<file path="config.mk">
export PLATFORM = sky130hd
export DESIGN_NAME = ysyx_041461_id_exe_reg
export DESIGN_NICKNAME = d
export VERILOG_FILES = /design/src/rtl/ysyx_041461_id_exe_reg_pkg.sv /design/src/rtl/ysyx_041461_id_exe_reg_perf_cnt.sv /design/src/rtl/ysyx_041461_id_exe_reg.sv
export SDC_FILE = /design/constraint.sdc
export NUM_CORES = 1
export LEC_CHECK = 0
export BUFFER_PORTS_ARGS = -buffer_cell sky130_fd_sc_hd__buf_4
export CORE_AREA = 2 2 166 168
export CTS_CLUSTER_SIZE = 40
export DETAILED_ROUTE_END_ITERATION = 12
export DIE_AREA = 0 0 168 170
export PLACE_DENSITY = 0.63
export SYNTH_ARGS = -nofsm -noshare
export SYNTH_HDL_FRONTEND = slang
export SYNTH_HIERARCHICAL = 1
export SYNTH_SLANG_ARGS = --single-unit
</file>
<file path="constraint.sdc">
create_clock -name clk -period 3.4 [get_ports clk]
set_input_delay 0.68 -clock clk [delete_from_list [all_inputs] [get_ports clk]]
set_output_delay 0.68 -clock clk [all_outputs]
set_load 0.05 [all_outputs]
</file>
<file path="src/rtl/ysyx_041461_id_exe_reg_pkg.sv">
// Shared types and NOP encodings for the ID/EXE pipeline register.
// NOP values mirror the core-wide encodings (EXE_NOP, EXE_src_NOP, MEM_NOP, WB_NOP, TRAP_NOP).
package ysyx_041461_id_exe_reg_pkg;

  localparam logic [4:0] EXE_NOP     = 5'd0;
  localparam logic [2:0] EXE_src_NOP = 3'd0;
  localparam logic [3:0] MEM_NOP     = 4'd0;
  localparam logic [3:0] WB_NOP      = 4'd0;
  localparam logic [3:0] TRAP_NOP    = 4'd0;

  // Control fields that get forced to NOP whenever the EXE slot is emptied.
  typedef struct packed {
    logic [4:0] exe_ctrl;
    logic [2:0] exe_src;
    logic [3:0] mem_ctrl;
    logic [3:0] wb_ctrl;
    logic [3:0] trap;
  } ctrl_t;

  localparam ctrl_t CTRL_NOP = '{
    exe_ctrl: EXE_NOP,
    exe_src:  EXE_src_NOP,
    mem_ctrl: MEM_NOP,
    wb_ctrl:  WB_NOP,
    trap:     TRAP_NOP
  };

  typedef enum logic [1:0] {
    OP_LOAD,
    OP_HOLD,
    OP_BUBBLE,
    OP_FLUSH
  } slot_op_e;

endpackage

</file>
<file path="src/rtl/ysyx_041461_id_exe_reg_perf_cnt.sv">
// 64-bit free-running event counter with synchronous active-high reset; wraps at 2^64.
module ysyx_041461_perf_cnt (
  input  logic        clk,
  input  logic        rst,
  input  logic        en,
  output logic [63:0] count
);

  logic [63:0] count_q;

  always_ff @(posedge clk) begin
    if (rst)     count_q <= 64'd0;
    else if (en) count_q <= count_q + 64'd1;
  end

  assign count = count_q;

endmodule

</file>
<file path="src/rtl/ysyx_041461_id_exe_reg.sv">
// ID->EXE pipeline register: load, hold, bubble and flush of the decoded bundle.
// Define YSYX_041461_IDEXE_PERF_EN to add the stall/bubble performance counters.
module ysyx_041461_id_exe_reg
  import ysyx_041461_id_exe_reg_pkg::*;
#(
  parameter int XLEN = 64
) (
  input  logic            clk,
  input  logic            rst,
  input  logic            id_valid,
  input  logic [XLEN-1:0] id_pc,
  input  logic [31:0]     id_inst,
  input  logic [4:0]      id_exe_ctrl,
  input  logic [2:0]      id_exe_src,
  input  logic [3:0]      id_mem_ctrl,
  input  logic [3:0]      id_wb_ctrl,
  input  logic [4:0]      id_rd,
  input  logic [4:0]      id_rs1,
  input  logic [4:0]      id_rs2,
  input  logic [11:0]     id_csr,
  input  logic [XLEN-1:0] id_imm,
  input  logic [3:0]      id_trap,
  input  logic            cd_id_conflict,
  input  logic            cd_exe_conflict,
  input  logic            cd_exe_trap,
  input  logic            exe_ready,
  output logic            id_ready,
`ifdef YSYX_041461_IDEXE_PERF_EN
  output logic [63:0]     perf_stall_cnt,
  output logic [63:0]     perf_bubble_cnt,
`endif
  output logic            exe_valid,
  output logic [XLEN-1:0] exe_pc,
  output logic [31:0]     exe_inst,
  output logic [4:0]      exe_exe_ctrl,
  output logic [2:0]      exe_exe_src,
  output logic [3:0]      exe_mem_ctrl,
  output logic [3:0]      exe_wb_ctrl,
  output logic [4:0]      exe_rd,
  output logic [4:0]      exe_rs1,
  output logic [4:0]      exe_rs2,
  output logic [11:0]     exe_csr,
  output logic [XLEN-1:0] exe_imm,
  output logic [3:0]      exe_trap
);

  logic            valid_q, valid_d;
  ctrl_t           ctrl_q, ctrl_d;
  logic [XLEN-1:0] pc_q, pc_d, imm_q, imm_d;
  logic [31:0]     inst_q, inst_d;
  logic [4:0]      rd_q, rd_d, rs1_q, rs1_d, rs2_q, rs2_d;
  logic [11:0]     csr_q, csr_d;

  logic     hold, flush, bubble;
  slot_op_e op;

  // An empty slot never holds, so a bubble is always overwritten.
  assign hold   = valid_q & (cd_exe_conflict | ~exe_ready);
  assign flush  = cd_exe_trap;
  assign bubble = ~id_valid | cd_id_conflict;

  assign id_ready = ~hold & ~cd_id_conflict & ~rst;

  always_comb begin
    op = OP_LOAD;
    if (flush)       op = OP_FLUSH;
    else if (hold)   op = OP_HOLD;
    else if (bubble) op = OP_BUBBLE;
  end

  // NOTE: every next-state signal defaults to its current value first, so no path leaves one unassigned and infers a latch.
  always_comb begin
    valid_d = valid_q;
    ctrl_d  = ctrl_q;
    pc_d    = pc_q;
    inst_d  = inst_q;
    rd_d    = rd_q;
    rs1_d   = rs1_q;
    rs2_d   = rs2_q;
    csr_d   = csr_q;
    imm_d   = imm_q;
    unique case (op)
      OP_FLUSH, OP_BUBBLE: begin
        valid_d = 1'b0;
        ctrl_d  = CTRL_NOP;
      end
      OP_HOLD: ;
      OP_LOAD: begin
        valid_d = 1'b1;
        ctrl_d  = '{exe_ctrl: id_exe_ctrl, exe_src: id_exe_src, mem_ctrl: id_mem_ctrl,
                    wb_ctrl: id_wb_ctrl, trap: id_trap};
        pc_d    = id_pc;
        inst_d  = id_inst;
        rd_d    = id_rd;
        rs1_d   = id_rs1;
        rs2_d   = id_rs2;
        csr_d   = id_csr;
        imm_d   = id_imm;
      end
      default: ;
    endcase
  end

  // NOTE: sequential state uses non-blocking assignments so all registers update together at the edge.
  always_ff @(posedge clk) begin
    if (rst) begin
      valid_q <= 1'b0;
      ctrl_q  <= CTRL_NOP;
      pc_q    <= '0;
      inst_q  <= '0;
      rd_q    <= '0;
      rs1_q   <= '0;
      rs2_q   <= '0;
      csr_q   <= '0;
      imm_q   <= '0;
    end else begin
      valid_q <= valid_d;
      ctrl_q  <= ctrl_d;
      pc_q    <= pc_d;
      inst_q  <= inst_d;
      rd_q    <= rd_d;
      rs1_q   <= rs1_d;
      rs2_q   <= rs2_d;
      csr_q   <= csr_d;
      imm_q   <= imm_d;
    end
  end

  assign exe_valid    = valid_q;
  assign exe_exe_ctrl = ctrl_q.exe_ctrl;
  assign exe_exe_src  = ctrl_q.exe_src;
  assign exe_mem_ctrl = ctrl_q.mem_ctrl;
  assign exe_wb_ctrl  = ctrl_q.wb_ctrl;
  assign exe_trap     = ctrl_q.trap;
  assign exe_pc       = pc_q;
  assign exe_inst     = inst_q;
  assign exe_rd       = rd_q;
  assign exe_rs1      = rs1_q;
  assign exe_rs2      = rs2_q;
  assign exe_csr      = csr_q;
  assign exe_imm      = imm_q;

`ifdef YSYX_041461_IDEXE_PERF_EN
  ysyx_041461_perf_cnt u_stall_cnt (
    .clk   (clk),
    .rst   (rst),
    .en    (hold & ~flush),
    .count (perf_stall_cnt)
  );

  ysyx_041461_perf_cnt u_bubble_cnt (
    .clk   (clk),
    .rst   (rst),
    .en    ((op == OP_BUBBLE) & id_valid),
    .count (perf_bubble_cnt)
  );
`endif

endmodule

</file>
==> run summary, run 1 <==
The run finished with clean final reports. The placeable core region came out at about 27,000 um^2. The area growth from synthesis to layout came out at 43.1%. Traced cell by cell, the critical path runs through buf_4 > nand2b_4 > a211oi_1 > buf_4. In this run the number of H-tree levels came out at 1. The detailed router's first-iteration violation count came out at between 400 and 500. The last weighted congestion value of the routability-driven placer is around 0.79.

Of the total power, the share spent switching nets is 0.262. The total of buffers placed on input and output ports is around 420. By instance count, the cell type seen most on the critical path is sky130_fd_sc_hd__buf_4. The die covers ~29,000 um^2. The slack of the worst reg-to-reg path is between 1.5 and 2 ns. The tree is rooted in a sky130_fd_sc_hd__clkbuf_16. The transition at the pin with the smallest max-transition slack came out at ~0.75 ns. The tree built by TritonCTS fans out to approximately 210 sinks. The first global-routing pass estimated between 40 and 50 mm of wire. For this run, the total global-route usage over all layers was measured as 0.179. The post-detailed-placement cell area came out at roughly 13,000 um^2. The number of I/O pins is about 420.

The slowest stage of the critical path belongs to the cell sky130_fd_sc_hd__a211oi_1. The count of mapped cells out of synthesis is 923. The post-route standard cell area excluding fillers came out at around 13,000 um^2.

The vertical extent of the die came out at ~170 um. Setup violations remaining at the end of the flow were counted as 0. Using the TritonRoute via totals, the vias-per-cell ratio works out to 4.55. The vias after detailed routing is ~7,600. Yosys mapped the design onto 20 distinct sky130hd cell types. Ranked by total cell area, the synthesized netlist is headed by sky130_fd_sc_hd__dfxtp_1 44%, sky130_fd_sc_hd__nand2b_1 25%, sky130_fd_sc_hd__mux2i_1 20%, sky130_fd_sc_hd__buf_12 2.3%, sky130_fd_sc_hd__clkbuf_1 2.2%. The time the worst path needs with I/O delays and setup is 2.26 ns. The critical path capture point type is a primary output. The global routing met2 resource utilization is 0.298.

Of the total power, registers draw 0.409. For this run, the share of the core covered by cells in the final layout is 0.504. The number of cells after detailed placement is approximately 1,600. The number of buffers on the longest clock path came out at 3.

The post-route clock skew is 0.00592 ns. The top cell types in the final layout, fill and taps aside, are 429 x sky130_fd_sc_hd__buf_4, 375 x sky130_fd_sc_hd__nand2b_1, 208 x sky130_fd_sc_hd__dfxtp_1. Timing would allow up to 0.442 GHz. The total leakage power came out at 5.63 nW. The number of slew-limit violations in the final report came out at 0.

The number of gates resized after cts is 0. Entering global routing, the biggest net connects 133 pins. TritonCTS built the clock tree. Of the post-synthesis cell area, the dominant cell type holds 0.444. Of the synthesized area, sequential elements account for 0.444. The critical path class is input port to primary output.

The internal power came out at roughly 0.0046 W. After legalization and detailed placement, the total HPWL measured between 15 and 20 mm. The number of clock buffers inserted by TritonCTS is 25.

The share of total power dissipated in combinational logic is 0.156. Setup repair after global routing left no endpoint under its margin. The initial antenna violation count was 0. The final routed wire length divided by cell count came out at around 16 um. The global routing's busiest layer is met2. Leaving out fill and tap cells, the most frequent cell in the layout is sky130_fd_sc_hd__buf_4. The share of total power dissipated in the clock network is 0.435. The ratio of final minimum period to clock period came out at 0.666.

The number of buffers added to fix hold violations after cts is 0. The total standard cell area after synthesis came out at ~9400 um^2. The count of placed standard cells in the final layout, fillers left out came out at 1,666. The routed wire length is 27.1 mm.

The clock network latency to the later pin of the worst-skew pair came out at ~0.51 ns. The first TritonRoute pass finished after 4 iterations. In the final layout, the share of cells above drive strength 1 is 0.359. The post-synthesis area per instance came out at 10.2 um^2. The starting density of the core is 0.352. The highest ir drop seen on vdd came out at 0.294 mV. The number of nets handed over by synthesis was roughly 1,100. In this run the core area contains 60 standard-cell rows. The via count of the first global-routing pass came out at 7,446. Data on the critical path arrives at its endpoint at 1.58 ns. The leftover overflow at the end of global routing is 0. The final hold violation count came out at 0. The switching power total came out at 0.00165 W. The routing usage on met1 came out at 0.214. The critical path's largest stage delay is between 0.2 and 0.3 ns. The yosys synthesis warning count came out at 6. The number of nets in the layout is ~1,500. The die width came out at roughly 170 um. The number of violations of the max-capacitance limit is 0. The synthesized design contains 208 register bits.

The global-route track usage on met3 is 0.0595. STA classifies the critical path startpoint as an input port. In this run the power density over the cells is between 400 and 500 nW/um^2. The post-route antenna net violation count came out at 0.

The number of design rule violations left after detail routing came out at 0. The clock slew seen by the registers of the worst setup and hold paths came out at ~0.06 ns. The biggest fanout along the worst timing path is 23. The count of buffers added by post-CTS timing repair for setup came out at 0. The required time at the endpoint of the critical path came out at ~2.7 ns. The total inserted antenna cells came out at 0. The total negative slack came out at 0 ns. The min-delay analysis places its worst path in the category input port to flip-flop.

The worst pin sits at a relative slew slack of 0.502. The cell taking the most area after synthesis is sky130_fd_sc_hd__dfxtp_1.
routing by layer:
metal | routed length, um | up-vias | part of all wire
met5 | 0 | - | 0
met4 | 987 | 0 | 0.036
met3 | 2510 | 58 | 0.093
met2 | 12500 | 298 | 0.46
met1 | 11000 | 3433 | 0.41
li1 | - | 3787 | -
critical path: cells and delay by family:
family,cells,cell delay (ns)
buffers and inverters,2,0.34
AO/OA/AOI/OAI,1,0.28
AND/OR/NAND/NOR,1,0.26
metrics by stage:
stage | power (W) | setup WS (ns) | hold slack (ns)
5_1_grt | 0.00655 | 1.10 | 0.416
3_5_place_dp | 0.00361 | 0.871 | 0.461
4_1_cts | 0.00637 | 1.14 | 0.406
2_1_floorplan | 0.00323 | 0.333 | 0.691
6_report | 0.00628 | 1.14 | 0.435
3_3_place_gp | 0.00360 | 0.887 | 0.456
layout make-up:
class                   count  area (um^2)
flip-flops and latches    208         4160
clock inverters            11          138
multi-input cells         638         4710
clock buffers              34          709
well taps                 341          427
fillers                  2490        13200
inverters                   2         7.51
repair buffers            432         3270
power groups by stage:
| stage | Combinational, W | Sequential (W) | Clock, W |
|---|---|---|---|
| after floorplan | 0.000332 | 0.00290 | 0 |
| after global placement | 0.000981 | 0.00262 | 0 |
| after detailed placement | 0.000987 | 0.00262 | 0 |
| after CTS | 0.000990 | 0.00257 | 0.00282 |
| after global routing | 0.00104 | 0.00258 | 0.00293 |
| final | 0.000980 | 0.00257 | 0.00274 |
synthesized netlist by cell type:
cell type,number
sky130_fd_sc_hd__a2111oi_2,1
sky130_fd_sc_hd__a211oi_1,13
sky130_fd_sc_hd__a21oi_1,8
sky130_fd_sc_hd__a2bb2oi_1,1
sky130_fd_sc_hd__buf_12,11
sky130_fd_sc_hd__buf_4,6
sky130_fd_sc_hd__buf_6,3
sky130_fd_sc_hd__buf_8,1
sky130_fd_sc_hd__clkbuf_1,54
sky130_fd_sc_hd__dfxtp_1,208
sky130_fd_sc_hd__inv_1,2
sky130_fd_sc_hd__mux2i_1,187
sky130_fd_sc_hd__nand2b_1,375
sky130_fd_sc_hd__nand2b_4,1
sky130_fd_sc_hd__nand3_1,20
sky130_fd_sc_hd__nor2_1,1
sky130_fd_sc_hd__nor2b_1,2
sky130_fd_sc_hd__nor4bb_1,8
sky130_fd_sc_hd__o21ai_0,20
sky130_fd_sc_hd__or2_2,1
cells by family (layout without fill, tap and decap cells):
group	after synthesis	after routing	synth area share
AND/OR/NAND/NOR	408	408	0.273
AO/OA/AOI/OAI	43	43	0.0279
buffers and inverters	77	479	0.0559
multiplexers	187	187	0.199
flip-flops	208	208	0.444
state kept, by name, summed over array words and instances, names as in the netlist:
name,count
exe_exe_ctrl,5
exe_rd,5
exe_inst,32
exe_mem_ctrl,4
exe_csr,12
exe_valid,1
exe_rs1,5
exe_trap,4
exe_rs2,5
exe_exe_src,3
exe_pc,64
exe_wb_ctrl,4
exe_imm,64
final timing paths:
| path | cells past startpoint | from | endpoint |
|---|---|---|---|
| setup reg to reg | 4 | exe_valid | exe_pc[5] |
| hold reg to reg | 2 | exe_pc[3] | exe_pc[3] |
| setup / recovery | 4 | cd_exe_conflict | id_ready |
| hold / removal | 3 | id_imm[51] | exe_imm[51] |
Power figures use the tool's default switching activity.
==> run 2, diff against run 1 <==
--- a/config.mk
+++ b/config.mk
@@ -5,12 +5,12 @@
 export SDC_FILE = /design/constraint.sdc
 export NUM_CORES = 1
 export LEC_CHECK = 0
+export ABC_AREA = 1
 export BUFFER_PORTS_ARGS = -buffer_cell sky130_fd_sc_hd__buf_4
-export CORE_AREA = 2 2 166 168
+export CORE_UTILIZATION = 40
 export CTS_CLUSTER_SIZE = 40
 export DETAILED_ROUTE_END_ITERATION = 12
-export DIE_AREA = 0 0 168 170
-export PLACE_DENSITY = 0.63
+export PLACE_DENSITY = 0.68
 export SYNTH_ARGS = -nofsm -noshare
 export SYNTH_HDL_FRONTEND = slang
 export SYNTH_HIERARCHICAL = 1
==> constraint.sdc (replaced) <==
create_clock -name clk -period 2.33 [get_ports clk]
set_input_delay 0.466 -clock clk [delete_from_list [all_inputs] [get_ports clk]]
set_output_delay 0.466 -clock clk [all_outputs]
set_load 0.05 [all_outputs]
==> run summary, run 2 <==
Run status: complete, no violations (unchanged). The highest-delay cell along the critical path is sky130_fd_sc_hd__dfxtp_1 (was sky130_fd_sc_hd__a211oi_1). The clock slew seen by the registers of the worst setup and hold paths came out at 0.06 ns (about the same). The number of violations of the max-capacitance limit is 0 (unchanged). The post-route antenna net violation count is 0 (unchanged). The reg-to-reg startpoint is exe_valid (unchanged). The highest achievable clock rate came out at around 0.5 GHz. The total of buffers placed on input and output ports came to 422 (unchanged). The sort of element at the start of the critical path is a flip-flop (was input port). The number of rows created at floorplan is 58 (was 60).

The number of buffers added to fix hold violations after cts is 0 (unchanged). The number of sinks on the clock net is 208 (unchanged). The total track usage came out at 0.229 (was 0.179).

The final routed wire length divided by cell count is 13.2 um (was 16.3 um). The routed wire length is 32.1 mm (was 27.1 mm). The leftover overflow at the end of global routing is 0 (unchanged). The total leakage power is 8.58 nW (was 5.63 nW). The normalized max-slew margin came to 0.662 (was 0.502). The total number of cells along the worst setup path came to 4 (unchanged).

The vias after detailed routing came out at 10,820 (was 7,576). The number of design rule violations left after detail routing came out at 0 (unchanged). The library cell with the highest instance count after synthesis is sky130_fd_sc_hd__inv_1 (was sky130_fd_sc_hd__nand2b_1). The detailed router's first-iteration violation count came out at 670 (was 424). The worst path needs roughly 2.0 ns of the cycle, external delays included. The worst path buffer plus inverter count is 2 (unchanged). Post-synth top cells: 553 x sky130_fd_sc_hd__inv_1, 412 x sky130_fd_sc_hd__nand2_1, 208 x sky130_fd_sc_hd__dfxtp_1 (was 375 x sky130_fd_sc_hd__nand2b_1, 208 x sky130_fd_sc_hd__dfxtp_1, 187 x sky130_fd_sc_hd__mux2i_1).

The worst hold path class was input port to flip-flop (unchanged). The global-route track usage on met3 is 0.0768 (was 0.0595). The clock tree from TritonCTS is done (unchanged). The critical path capture point type is a primary output (unchanged). The number of slew-limit violations in the final report came out at 0 (unchanged). The post-route clock skew is 0.00843 ns (was 0.00592 ns). The total negative slack came out at 0 ns (unchanged). The final worst-path setup slack came out at 0.340 ns (was 1.14 ns). The estimated wirelength of the detail-placed design is 21.8 mm (was 19.1 mm).

The critical path class is flip-flop to primary output (was input port to primary output). The number of buffers on the longest clock path is 3 (unchanged). The proportion of synthesized chip area in sequential cells is 0.397 (was 0.444). The share of layout cells above drive strength 1 is 0.246 (was 0.359).

The leading cell type in the layout, fill and taps excluded is sky130_fd_sc_hd__inv_1 (was sky130_fd_sc_hd__buf_4). The yosys synthesis warning count is 6 (unchanged). Top cells by area, synth: sky130_fd_sc_hd__dfxtp_1 40%, sky130_fd_sc_hd__inv_1 20%, sky130_fd_sc_hd__nand2_1 15%, sky130_fd_sc_hd__nand4_1 12%, sky130_fd_sc_hd__nor2_1 7.2% (was sky130_fd_sc_hd__dfxtp_1 44%, sky130_fd_sc_hd__nand2b_1 25%, sky130_fd_sc_hd__mux2i_1 20%, sky130_fd_sc_hd__buf_12 2.3%, sky130_fd_sc_hd__clkbuf_1 2.2%). Commonest cells after routing, fill and taps aside: 553 x sky130_fd_sc_hd__inv_1, 429 x sky130_fd_sc_hd__buf_4, 412 x sky130_fd_sc_hd__nand2_1 (was 429 x sky130_fd_sc_hd__buf_4, 375 x sky130_fd_sc_hd__nand2b_1, 208 x sky130_fd_sc_hd__dfxtp_1).

The biggest fanout along the worst timing path came out at 3 (was 23). The post-placement setup slack came out at 0.448 ns (was 0.871 ns). The starting density of the core came to 0.412 (was 0.352).

The clock network latency to the later pin of the worst-skew pair came out at 0.51 ns (about the same). The transition at the pin with the smallest max-transition slack was 0.506 ns (was 0.747 ns). The via count of the first global-routing pass came to 9,881 (was 7,446).

The number of gates resized after cts was 0 (unchanged). The vertical extent of the die came to 164 um (was 170 um). The number of register bits inferred by synthesis is 208 (unchanged). The number of I/O pins is 423 (unchanged). The area growth from synthesis to layout is 40.0% (was 43.1%). The pin count of the biggest net entering global routing came out at 101 (was 133). The area of the die was 26,900 um^2 (was 28,600 um^2).

The cell at the root of the clock tree was sky130_fd_sc_hd__clkbuf_16 (unchanged). The primary flip-flop cell chosen by synthesis mapping was sky130_fd_sc_hd__dfxtp_1 (unchanged). The initial antenna violation count came to 0 (unchanged). The overall power consumption came out at 0.00966 W (was 0.00628 W). The wire length of the first global-routing pass is 49.9 mm (was 41.3 mm). The count of cells along the worst register-to-register path is 6 (was 4). The die width came to 164 um (was 168 um). The post-synthesis area per instance came out at 6.04 um^2 (was 10.2 um^2). Ordered cell list for the critical path: inv_1 > a21oi_2 > nor3_1 > buf_4 (was buf_4 > nand2b_4 > a211oi_1 > buf_4). The final hold violation count is 0 (unchanged). The routing usage on met1 came to 0.266 (was 0.214).

The hold-critical path depth came to 2 (was 3). The highest ir drop seen on vdd came out at 0.511 mV (was 0.294 mV). The count of buffers added by post-CTS timing repair for setup came out at 0 (unchanged). The global routing's busiest layer is met2 (unchanged). The total standard cell area after synthesis came to 10,500 um^2 (was 9380 um^2). The number of nets in the layout came out at 2,309 (was 1,521). The first-pass detailed-route iteration total is 7 (was 4).

The total nets after synthesis came out at 1,951 (was 1,137). The post-detailed-placement cell area is 13,900 um^2 (was 12,600 um^2). The last weighted congestion value of the routability-driven placer came out at 0.829 (was 0.788).

The count of flip-flops with a built-in enable after synthesis is 0 (unchanged). The count of mapped cells out of synthesis is 1,737 (was 923). Unrepaired setup endpoints after global routing: false (unchanged). The placeable core region came out at 25,500 um^2 (was 26,700 um^2).

The area share of the leading cell type in the synthesized netlist is 0.397 (was 0.444). The required time at the endpoint of the critical path is 1.86 ns (was 2.72 ns). The ratio of final minimum period to clock period came out at 0.854. The hold path startpoint was rst (was id_imm[51]). The per-cell via count in the routed design came out at 4.43 (was 4.55). The number of H-tree levels came out at 1 (unchanged). The global routing met2 resource utilization came to 0.389 (was 0.298).

The number of clock buffers inserted by TritonCTS came out at 25 (unchanged). The total setup violations reported at the end of the flow is 0 (unchanged). The critical register-to-register path endpoint is exe_inst[28] (was exe_pc[5]). The capture endpoint of the worst hold path is exe_mem_ctrl[2] (was exe_imm[51]). The slack of the worst reg-to-reg path came out at 0.78 ns (was 1.53 ns). The cell taking the most area after synthesis was sky130_fd_sc_hd__dfxtp_1 (unchanged).

The power density over the cells is 658 nW/um^2 (was 468 nW/um^2). The critical path data arrival time is 1.52 ns (was 1.58 ns). The post-route standard cell area excluding fillers is 14,700 um^2 (was 13,400 um^2).

The critical path's largest stage delay is 0.47 ns (was 0.28 ns). The final hold slack came out at 0.232 ns (was 0.435 ns). The total inserted antenna cells came to 0 (unchanged). The share of synthesized flip-flops with an asynchronous set or reset is 0 (unchanged). The kind of cell adding the most delay to the critical path was flip-flops (was buffers and inverters).

The count of distinct cell types in the synthesized netlist is 17 (was 20).
[run 2: cell count changes in the layout (fill, tap and decap cells not counted), sizes merged, moves of 4 or more]
cell / previous run / this run
nor4bb: 8 / 0
nor2: 1 / 201
nand2b: 376 / 0
nand3: 20 / 10
inv: 2 / 591
buf: 432 / 439
mux2i: 187 / 0
nand2: 0 / 413
a211oi: 13 / 0
o21ai: 20 / 1
nand4: 0 / 195
clkbuf: 34 / 38
[run 2: stage by stage]
stage	utilization	instances
global placement	0.546	2398
floorplan	-	1737
CTS	0.576	2440
detailed placement	0.546	2398
global route	0.576	2440
finish	0.576	2440
[run 2: per-layer routing]
layer  routed length (um)  part of all wire  vias up
li1                     -                 -     5693
met2                15000              0.47      391
met5                    0                 0        -
met4                 1150             0.036        0
met3                 3140             0.098       64
met1                12900              0.40     4672
[run 2: cell families (layout without fill, tap and decap cells)]
family | Yosys count | after routing | synth area share
AOI/OAI and AO/OA | 10 | 10 | 0.00513
buffers and inverters | 699 | 1072 | 0.255
DFF | 208 | 208 | 0.397
and+or+nand+nor | 820 | 820 | 0.342
[run 2: cell type report]
class | count | area, um^2
repair buffers | 439 | 3420
inverters | 591 | 2230
well taps | 330 | 413
clock buffers | 38 | 764
flip-flops and latches | 208 | 4160
clock inverters | 4 | 20.0
multi-input cells | 830 | 3670
fillers | 2471 | 10800
[run 2: worst max path at each step]
stage / start / end
2_1_floorplan: exe_valid / id_ready
3_3_place_gp: cd_exe_conflict / exe_imm[4]
3_5_place_dp: rst / exe_wb_ctrl[2]
4_1_cts: exe_valid / id_ready
5_1_grt: exe_valid / id_ready
6_report: exe_valid / id_ready
[run 2: power breakdown]
| part | switching (W) | internal (W) | total, W | leakage (nW) |
|---|---|---|---|---|
| registers | 0.0000950 | 0.00374 | 0.00383 | 1.70 |
| logic | 0.00135 | 0.000735 | 0.00208 | 6.48 |
| clock network | 0.00151 | 0.00223 | 0.00375 | 0.393 |
| total | 0.00296 | 0.00671 | 0.00966 | 8.58 |
[run 2: worst register-to-register path, cell delays in order, from the launching register on]
cell                      delay, ns
sky130_fd_sc_hd__dfxtp_1       0.47
sky130_fd_sc_hd__nand2_8       0.12
sky130_fd_sc_hd__nand3_4       0.15
sky130_fd_sc_hd__buf_4         0.44
sky130_fd_sc_hd__nand2_1       0.17
sky130_fd_sc_hd__inv_2         0.07
sky130_fd_sc_hd__nor2_1        0.04
==> run 3, diff against run 2 <==
==> constraint.sdc (replaced) <==
create_clock -name clk -period 2.33 [get_ports clk]
set_input_delay 0 -clock clk [delete_from_list [all_inputs] [get_ports clk]]
set_output_delay 0 -clock clk [all_outputs]
set_load 0.05 [all_outputs]
==> run summary, run 3 (same netlist as run 2, synthesis figures left out) <==
The overall power consumption is 0.0103 W (was 0.00966 W). The transition at the pin with the smallest max-transition slack is 1.16 ns (was 0.506 ns). The die width is 164 um (unchanged). The hold-critical path depth is 6 (was 2).

Ordered cell list for the critical path: nand2_8 > buf_12 > nand4_1 > a21oi_1 > dlygate4sd3_1 (was inv_1 > a21oi_2 > nor3_1 > buf_4). The share of total power in combinational logic came out at 0.235 (was 0.215). The critical path capture point type is a flip-flop (was primary output). The per-cell via count in the routed design is 4.59 (was 4.43). The biggest fanout along the worst timing path came out at 89 (was 3). The highest-delay cell along the critical path was sky130_fd_sc_hd__dlygate4sd3_1 (was sky130_fd_sc_hd__dfxtp_1). The switching power total came out at 0.00307 W (was 0.00296 W). The last weighted congestion value of the routability-driven placer is 0.816 (was 0.829). The number of nets in the layout is 2,523 (was 2,309). The critical register-to-register path endpoint is exe_exe_ctrl[1] (was exe_inst[28]). The clock network latency to the later pin of the worst-skew pair came out at 0.51 ns (about the same).

The normalized max-slew margin came out at 0.224 (was 0.662). The via count of the first global-routing pass came out at 11,830 (was 9,881). The time the worst path needs with I/O delays and setup came out at 1.88 ns (was 1.99 ns). The kind of cell adding the most delay to the critical path is buffers and inverters (was flip-flops).

The required time at the endpoint of the critical path is 2.79 ns (was 1.86 ns). The number of I/O pins is 423 (unchanged). The post-route clock skew was 0.0128 ns (was 0.00843 ns). Commonest cells after routing, fill and taps aside: 553 x sky130_fd_sc_hd__inv_1, 427 x sky130_fd_sc_hd__buf_4, 412 x sky130_fd_sc_hd__nand2_1 (was 553 x sky130_fd_sc_hd__inv_1, 429 x sky130_fd_sc_hd__buf_4, 412 x sky130_fd_sc_hd__nand2_1). Run status: complete, no violations (unchanged). The critical path class is flip-flop to flip-flop (was flip-flop to primary output). The post-detailed-placement cell area is 13,900 um^2 (about the same). The number of violations of the max-capacitance limit came out at 0 (unchanged). The detailed router's first-iteration violation count came out at 927 (was 670).

The net switching fraction of the power is 0.299 (was 0.306). The clock slew seen by the registers of the worst setup and hold paths is 0.06 ns (about the same). The area growth from synthesis to layout came out at 61.1% (was 40.0%).

The first-pass detailed-route iteration total was 5 (was 7). The share of layout cells above drive strength 1 came out at 0.223 (was 0.246). The number of slew-limit violations in the final report is 0 (unchanged). The post-route antenna net violation count is 0 (unchanged). The highest achievable clock rate came out at 0.532 GHz (was 0.502 GHz).

The final hold violation count came out at 0 (unchanged). The pin count of the biggest net entering global routing is 196 (was 101). The worst path buffer plus inverter count came to 2 (unchanged). The critical path data arrival time is 2.34 ns (was 1.52 ns).

The worst hold path class is input port to flip-flop (unchanged). The wire length of the first global-routing pass came out at 57.1 mm (was 49.9 mm). The clock tree from TritonCTS was done (unchanged). The number of clock buffers inserted by TritonCTS came out at 25 (unchanged). The power share of the clock group is 0.391 (was 0.388). The leftover overflow at the end of global routing came out at 0 (unchanged). The total of buffers placed on input and output ports is 422 (unchanged). The post-route standard cell area excluding fillers was 16,900 um^2 (was 14,700 um^2). The reg-to-reg startpoint is exe_valid (unchanged).

The number of sinks on the clock net was 208 (unchanged). The highest ir drop seen on vdd came out at 0.606 mV (was 0.511 mV). The total track usage is 0.260 (was 0.229). The final routed wire length divided by cell count is 13.7 um (was 13.2 um).

The hold path startpoint is cd_exe_trap (was rst). Unrepaired setup endpoints after global routing: false (unchanged). The placeable core region came out at 25,500 um^2 (unchanged). The cell at the root of the clock tree is sky130_fd_sc_hd__clkbuf_16 (unchanged). The capture endpoint of the worst hold path is exe_mem_ctrl[0] (was exe_mem_ctrl[2]). The routed wire length came out at 36.4 mm (was 32.1 mm). The count of cells along the worst register-to-register path came out at 5 (was 6). The number of cells after detailed placement came out at 2,397 (was 2,398). The vertical extent of the die came out at 164 um (unchanged). The total setup violations reported at the end of the flow is 0 (unchanged). The number of buffers on the longest clock path is 3 (unchanged). The internal power was 0.00719 W (was 0.00671 W). The ratio of final minimum period to clock period came out at 0.807 (was 0.854). The total inserted antenna cells came out at 0 (unchanged). The count of buffers added by post-CTS timing repair for setup is 0 (unchanged). The part of the power in registers came to 0.374 (was 0.397).

The slack of the worst reg-to-reg path is 0.45 ns (was 0.78 ns). The critical path's largest stage delay was 0.56 ns (was 0.47 ns). The number of rows created at floorplan is 58 (unchanged).

The leading cell type in the layout, fill and taps excluded is sky130_fd_sc_hd__inv_1 (unchanged). The number of H-tree levels came out at 1 (unchanged). The total leakage power is 9.52 nW (was 8.58 nW). The sort of element at the start of the critical path was a flip-flop (unchanged). The estimated wirelength of the detail-placed design is 21.6 mm (was 21.8 mm). The total negative slack is 0 ns (unchanged).

The count of placed standard cells in the final layout, fillers left out came out at 2,655 (was 2,440). The area of the die came out at 26,900 um^2 (unchanged). The initial antenna violation count was 0 (unchanged). The power density over the cells came out at 607 nW/um^2 (was 658 nW/um^2). The number of design rule violations left after detail routing is 0 (unchanged). The vias after detailed routing is 12,177 (was 10,820). The starting density of the core came to 0.412 (unchanged). The filler cell count was 2,072 (was 2,471).
## run 3: per-stage QoR
stage / util / worst slack (ns) / hold slack, ns
after floorplan: - / 0.584 / 0.171
after global placement: 0.546 / 0.829 / 0.292
after detailed placement: 0.546 / 0.804 / 0.296
after CTS: 0.663 / 0.541 / 0.00291
after global routing: 0.663 / 0.347 / 0.0313
final: 0.663 / 0.450 / 0.0225
## run 3: how the worst max path moves through the flow
stage / slack (ns) / to / cells past startpoint / from
2_1_floorplan: 0.58 / id_ready / 3 / exe_valid
3_3_place_gp: 0.83 / exe_imm[53] / 6 / cd_exe_trap
3_5_place_dp: 0.80 / exe_imm[58] / 6 / cd_exe_trap
4_1_cts: 0.54 / exe_exe_ctrl[2] / 5 / exe_valid
5_1_grt: 0.35 / exe_exe_ctrl[1] / 5 / exe_valid
6_report: 0.45 / exe_exe_ctrl[1] / 5 / exe_valid
## run 3: power by group through the flow
| stage | registers [W] | clock network (W) | logic [W] |
|---|---|---|---|
| final | 0.00383 | 0.00401 | 0.00241 |
| after global routing | 0.00385 | 0.00424 | 0.00261 |
| after CTS | 0.00383 | 0.00410 | 0.00239 |
| after detailed placement | 0.00391 | 0 | 0.00209 |
| after global placement | 0.00390 | 0 | 0.00207 |
| after floorplan | 0.00451 | 0 | 0.000724 |
## run 3: worst register-to-register path, cell delays in order (launching register included)
cell and delay (ns):
sky130_fd_sc_hd__dfxtp_1 0.37, sky130_fd_sc_hd__nand2_8 0.14, sky130_fd_sc_hd__buf_12 0.32, sky130_fd_sc_hd__nand4_1 0.22
sky130_fd_sc_hd__a21oi_1 0.21, sky130_fd_sc_hd__dlygate4sd3_1 0.56
## run 3: what timing repair did
action / 4_1_cts / 5_1_grt
hold buffers: 215 / 0
hold endpoints to repair: 207 / 0
gates resized for setup: 0 / 0
## run 3: metal layers
layer	routed length [um]	up-vias	track usage	share of wire
li1	-	6111	-	-
met1	13900	5412	0.291	0.38
met2	17200	523	0.451	0.47
met3	3400	131	0.0735	0.093
met4	1800	0	0.133	0.049
met5	0	-	0	0
## run 3: area by class of cell
cell class                      count  area [um^2]  area share
Clock inverter                     10          150     0.00889
Clock buffer                       33          686      0.0406
Inverter                          591         2230       0.132
Timing Repair Buffer              653         5580       0.330
Multi-Input combinational cell    830         3670       0.217
Sequential cell                   208         4160       0.247
Tap cell                          330          413      0.0244
